--- src/rtl/fifo_read_ctrl.sv ---
// Read-side FIFO controller: Gray read pointer, binary read address, empty flag,
// read handshake, sticky underflow and occupancy count (single clock domain).
module fifo_read_ctrl #(
  parameter int SIZE = 4
) (
  input  logic            clk,
  input  logic            rst,
  input  logic            rd_en,
  input  logic [SIZE-1:0] w_pointer,
  output logic [SIZE-1:0] r_pointer,
  output logic [SIZE-2:0] r_addr,
  output logic            e_flag,
  output logic            rd_valid,
  output logic            underflow,
  output logic [SIZE-1:0] r_count
);

  logic [SIZE-1:0] r_bin;
  logic [SIZE-1:0] r_bin_next;
  logic [SIZE-1:0] w_bin;
  logic            accept;

  always_comb begin
    e_flag     = (w_pointer == r_pointer);
    accept     = rd_en && !e_flag;
    r_bin_next = accept ? r_bin + SIZE'(1) : r_bin;
  end

  // Gray-to-binary of the write pointer, MSB downwards.
  always_comb begin
    w_bin = '0;
    w_bin[SIZE-1] = w_pointer[SIZE-1];
    for (int unsigned i = SIZE - 1; i > 0; i--) begin
      w_bin[i-1] = w_bin[i] ^ w_pointer[i-1];
    end
  end

  assign r_count = w_bin - r_bin;
  assign r_addr  = r_bin[SIZE-2:0];

  always_ff @(posedge clk or posedge rst) begin
    if (rst) begin
      r_bin     <= '0;
      r_pointer <= '0;
      rd_valid  <= 1'b0;
      underflow <= 1'b0;
    end else begin
      r_bin     <= r_bin_next;
      r_pointer <= r_bin_next ^ (r_bin_next >> 1);
      rd_valid  <= accept;
      if (rd_en && e_flag) begin
        underflow <= 1'b1;
      end
    end
  end

endmodule

--- config.mk ---
export PLATFORM = sky130hd
export DESIGN_NAME = fifo_read_ctrl
export DESIGN_NICKNAME = d
export VERILOG_FILES = /design/src/rtl/fifo_read_ctrl.sv
export SDC_FILE = /design/constraint.sdc
export NUM_CORES = 1
export LEC_CHECK = 0
export BUFFER_PORTS_ARGS = -buffer_cell sky130_fd_sc_hd__clkbuf_2
export CAP_MARGIN = 10
export CORE_MARGIN = 2
export CORE_UTILIZATION = 45
export DETAILED_ROUTE_END_ITERATION = 12
export HOLD_SLACK_MARGIN = 0.08
export PLACE_DENSITY = 0.73
export SETUP_SLACK_MARGIN = 0.3
export SKIP_CTS_REPAIR_TIMING = 1
export SKIP_LAST_GASP = 1
export SYNTH_ARGS = -nofsm -noshare
export SYNTH_HDL_FRONTEND = slang
export SYNTH_SLANG_ARGS = --single-unit
--- constraint.sdc ---
create_clock -name clk -period 3.8 [get_ports clk]
set_clock_uncertainty 0.05 [all_clocks]
set_input_delay 0.76 -clock clk [delete_from_list [all_inputs] [get_ports clk]]
set_output_delay 0.76 -clock clk [all_outputs]
set_load 0.01 [all_outputs]
==> summary.txt <==
Clock tree
  – TritonCTS clock tree: yes
  – Clock Path Buffers: 2
  – Total number of H-tree levels: 1
  – Clock insertion delay at the later pin of the skew report: 0.25 ns
  – Clock transition at the registers of the reported paths: 0.06 ns
  – Clock sinks: 9
  – Number of CTS-inserted buffers: 3
  – Root buffer cell: sky130_fd_sc_hd__clkbuf_4

Worst hold path
  – Class of the tightest hold or removal check: input pin to asynchronous set/reset pin

Setup path
  – Critical Path Start Type: input pin
  – Startpoint-to-endpoint class of the critical path: input pin to output port
  – Setup crit end kind: output port
  – Crit Path Max Fanout: 3
  – Crit path arrival time: 2.44 ns
  – Launch point of the worst reg-to-reg path: r_bin[0]
  – R2R setup slack: 2.11 ns
  – Worst Reg2Reg Path Length in Cells: 4
  – Data required time at the worst endpoint: 2.99 ns
  – Beginning of the critical path: w_pointer[3]

Global routing
  – GR Overflow Total: 0
  – Antenna violations before repair: 0
  – Maximum number of pins on one net before global-route repair: 11
  – Overall track demand over capacity in global routing: 16.3%
  – Via count of the first global-routing pass: 497
  – Wire length of the first global-routing pass: 2200 µm

Yosys
  – Proportion of synthesized chip area in sequential cells: 35.6%
  – EDFF count, synth: 0
  – Total nets after synthesis: 70
  – Synth Flop Type: sky130_fd_sc_hd__dfrtp_1
  – Share of the synthesized area in the top cell type: 35.6%
  – Yosys cell types: 22
  – Cell taking the most area after synthesis: sky130_fd_sc_hd__dfrtp_1
  – Async S/R FF share, synth: 100%
  – Avg Synthesized Cell Area: 10.9 µm²
  – Yosys reg bits: 9
  – Main area contributors after synthesis: sky130_fd_sc_hd__dfrtp_1 (36%), sky130_fd_sc_hd__xnor2_1 (14%), sky130_fd_sc_hd__ha_1 (7.9%), sky130_fd_sc_hd__xor2_1 (5.5%), sky130_fd_sc_hd__inv_1 (5.3%)
  – Post-synth design cell area: 633 µm²
  – Top cells by instance count after synthesis: sky130_fd_sc_hd__xnor2_1 (10), sky130_fd_sc_hd__dfrtp_1 (9), sky130_fd_sc_hd__inv_1 (9)
  – Post-Syn Instances: 58
  – Synth warnings: 0
  – Most frequently used cell type in the post-synthesis netlist: sky130_fd_sc_hd__xnor2_1

Floorplanning
  – Area of the core: 1300 µm²
  – Boundary Pins: 21
  – Die H: 41.5 µm
  – Overall die width: 41.5 µm
  – Effective utilization at floorplan: 48.7%
  – Die Area: 1720 µm²
  – Cell Rows: 13

STA
  – Share of the clock period used by the worst path: 85.4%
  – Final hold viol count: 0
  – Slew at the pin with the worst max-slew slack: 0.389 ns
  – Highest achievable clock rate: 308 MHz
  – Setup Total Neg Slack: 0 ns
  – Final Max Slew Viols: 0
  – Setup repair after global routing missed its margin: no
  – Final worst slack: 0.554 ns
  – Final Setup Violations: 0
  – Post-route minimum period: 3.25 ns
  – Worst relative slew slack: 73.9%

Place
  – Total half-perimeter wirelength after legalization and detailed placement: 917 µm
  – Routability cong.: 0.769
  – Total cell area at the placement stage: 752 µm²
  – Number of placed cells counting well taps: 93
  – Worst setup timing slack at the placement stage: 0.531 ns
  – Number of buffer cells added on primary ports: 20

Layout
  – Share of layout cells above drive strength 1: 32.9%
  – Number of filler cells placed in the layout: 120
  – Post-layout nets: 95
  – Finished Cell Area: 778 µm²
  – Area growth from synthesis to layout: 22.9%
  – Diodes inserted: 0
  – Post-route non-filler standard cell count: 97

Routing
  – Total Routed Length: 1100 µm
  – Pre-antenna DRT Iters: 2
  – Drt drc: 0
  – Post-detailed-route wirelength per cell: 11.4 µm
  – Vias: 491
  – Ratio of routed vias to standard cells: 5.06
  – Final antenna-violating net count: 0
  – Count of routing violations after the opening detailed-route iteration: 1

Status
  – Result of the run: completed

Power
  – IR Drop Worst-Case VDD: 0.000576 V
  – Overall Power: 0.730 mW
  – Power density cells: 938 nW/µm²
  – Lkg Pwr: 0.391 nW

Flow run
  – Max Cap Viol: 0
-- routing by layer --
metal  vias to the layer above  wire [µm]  share of wire (%)  GRT usage, %
met1                       229        547                 50          22.5
met4                         0          6               0.54          7.74
li1                        245          -                  -             -
met2                        15        488                 44          24.7
met5                         -          0                  0             0
met3                         2         58                5.3          3.04
-- worst paths after layout --
kind,end
min in group clk,underflow
max in group asynchronous,r_pointer[1]
max,r_count[3]
min reg2reg,underflow
min,rd_valid
max reg2reg,r_pointer[2]
-- cell type report --
class,count,area [µm²],share of cell area [%]
Clock buffer,4,26.3,3.38
Timing Repair Buffer,20,100,12.9
Sequential cell,9,225,28.9
Tap cell,15,18.8,2.41
Multi-Input combinational cell,40,374,48.1
Inverter,9,33.8,4.34
-- cell families (layout without fill, tap and decap cells) --
| group | Yosys count | after routing | share of synthesized area [%] |
|---|---|---|---|
| buffers and inverters | 9 | 33 | 5.34 |
| xor gates and xnor gates | 15 | 15 | 21.9 |
| muxes | 3 | 3 | 4.74 |
| and+or+nand+nor | 8 | 8 | 6.92 |
| adders and majority gates | 5 | 5 | 11.1 |
| DFF | 9 | 9 | 35.6 |
| AOI/OAI and AO/OA | 9 | 9 | 14.4 |
-- worst max-delay path, cell delays in order --
cell	delay, ns
sky130_fd_sc_hd__clkbuf_2	0.11
sky130_fd_sc_hd__xor2_1	0.19
sky130_fd_sc_hd__xnor2_1	0.31
sky130_fd_sc_hd__xor2_1	0.19
sky130_fd_sc_hd__ha_1	0.21
sky130_fd_sc_hd__inv_1	0.05
sky130_fd_sc_hd__a21o_1	0.17
sky130_fd_sc_hd__a21oi_1	0.16
sky130_fd_sc_hd__xnor2_1	0.13
sky130_fd_sc_hd__clkbuf_2	0.14
-- sequential cells by signal (all words and copies together) (netlist names) --
register,cells
underflow,1
rd_valid,1
r_pointer,3
r_bin,4
-- where the power goes --
| group | switching, mW | internal, mW |
|---|---|---|
| logic | 0.234 | 0.220 |
| registers | 0.0615 | 0.145 |
| clock network | 0.0300 | 0.0402 |
| total | 0.325 | 0.405 |
-- layout by cell type, fill, tap and decap left out, drive strengths merged --
master,synthesis,layout
a21o,2,2
a21oi,1,1
a2bb2oi,1,1
a311o,1,1
a41oi,2,2
and4,1,1
clkbuf,0,24
dfrtp,9,9
fa,1,1
ha,4,4
inv,9,9
mux2i,3,3
nand2,4,4
nand3b,1,1
nand4,1,1
nor2,1,1
o21ai,1,1
o311a,1,1
xnor2,11,11
xor2,4,4
-- through the flow --
step	util [%]	hold WS (ns)
floorplan	-	0.451
CTS	59.8	0.393
global placement	57.8	0.390
finish	59.8	0.384
global route	59.8	0.412
detailed placement	57.8	0.400
Power figures use the tool's default switching activity.
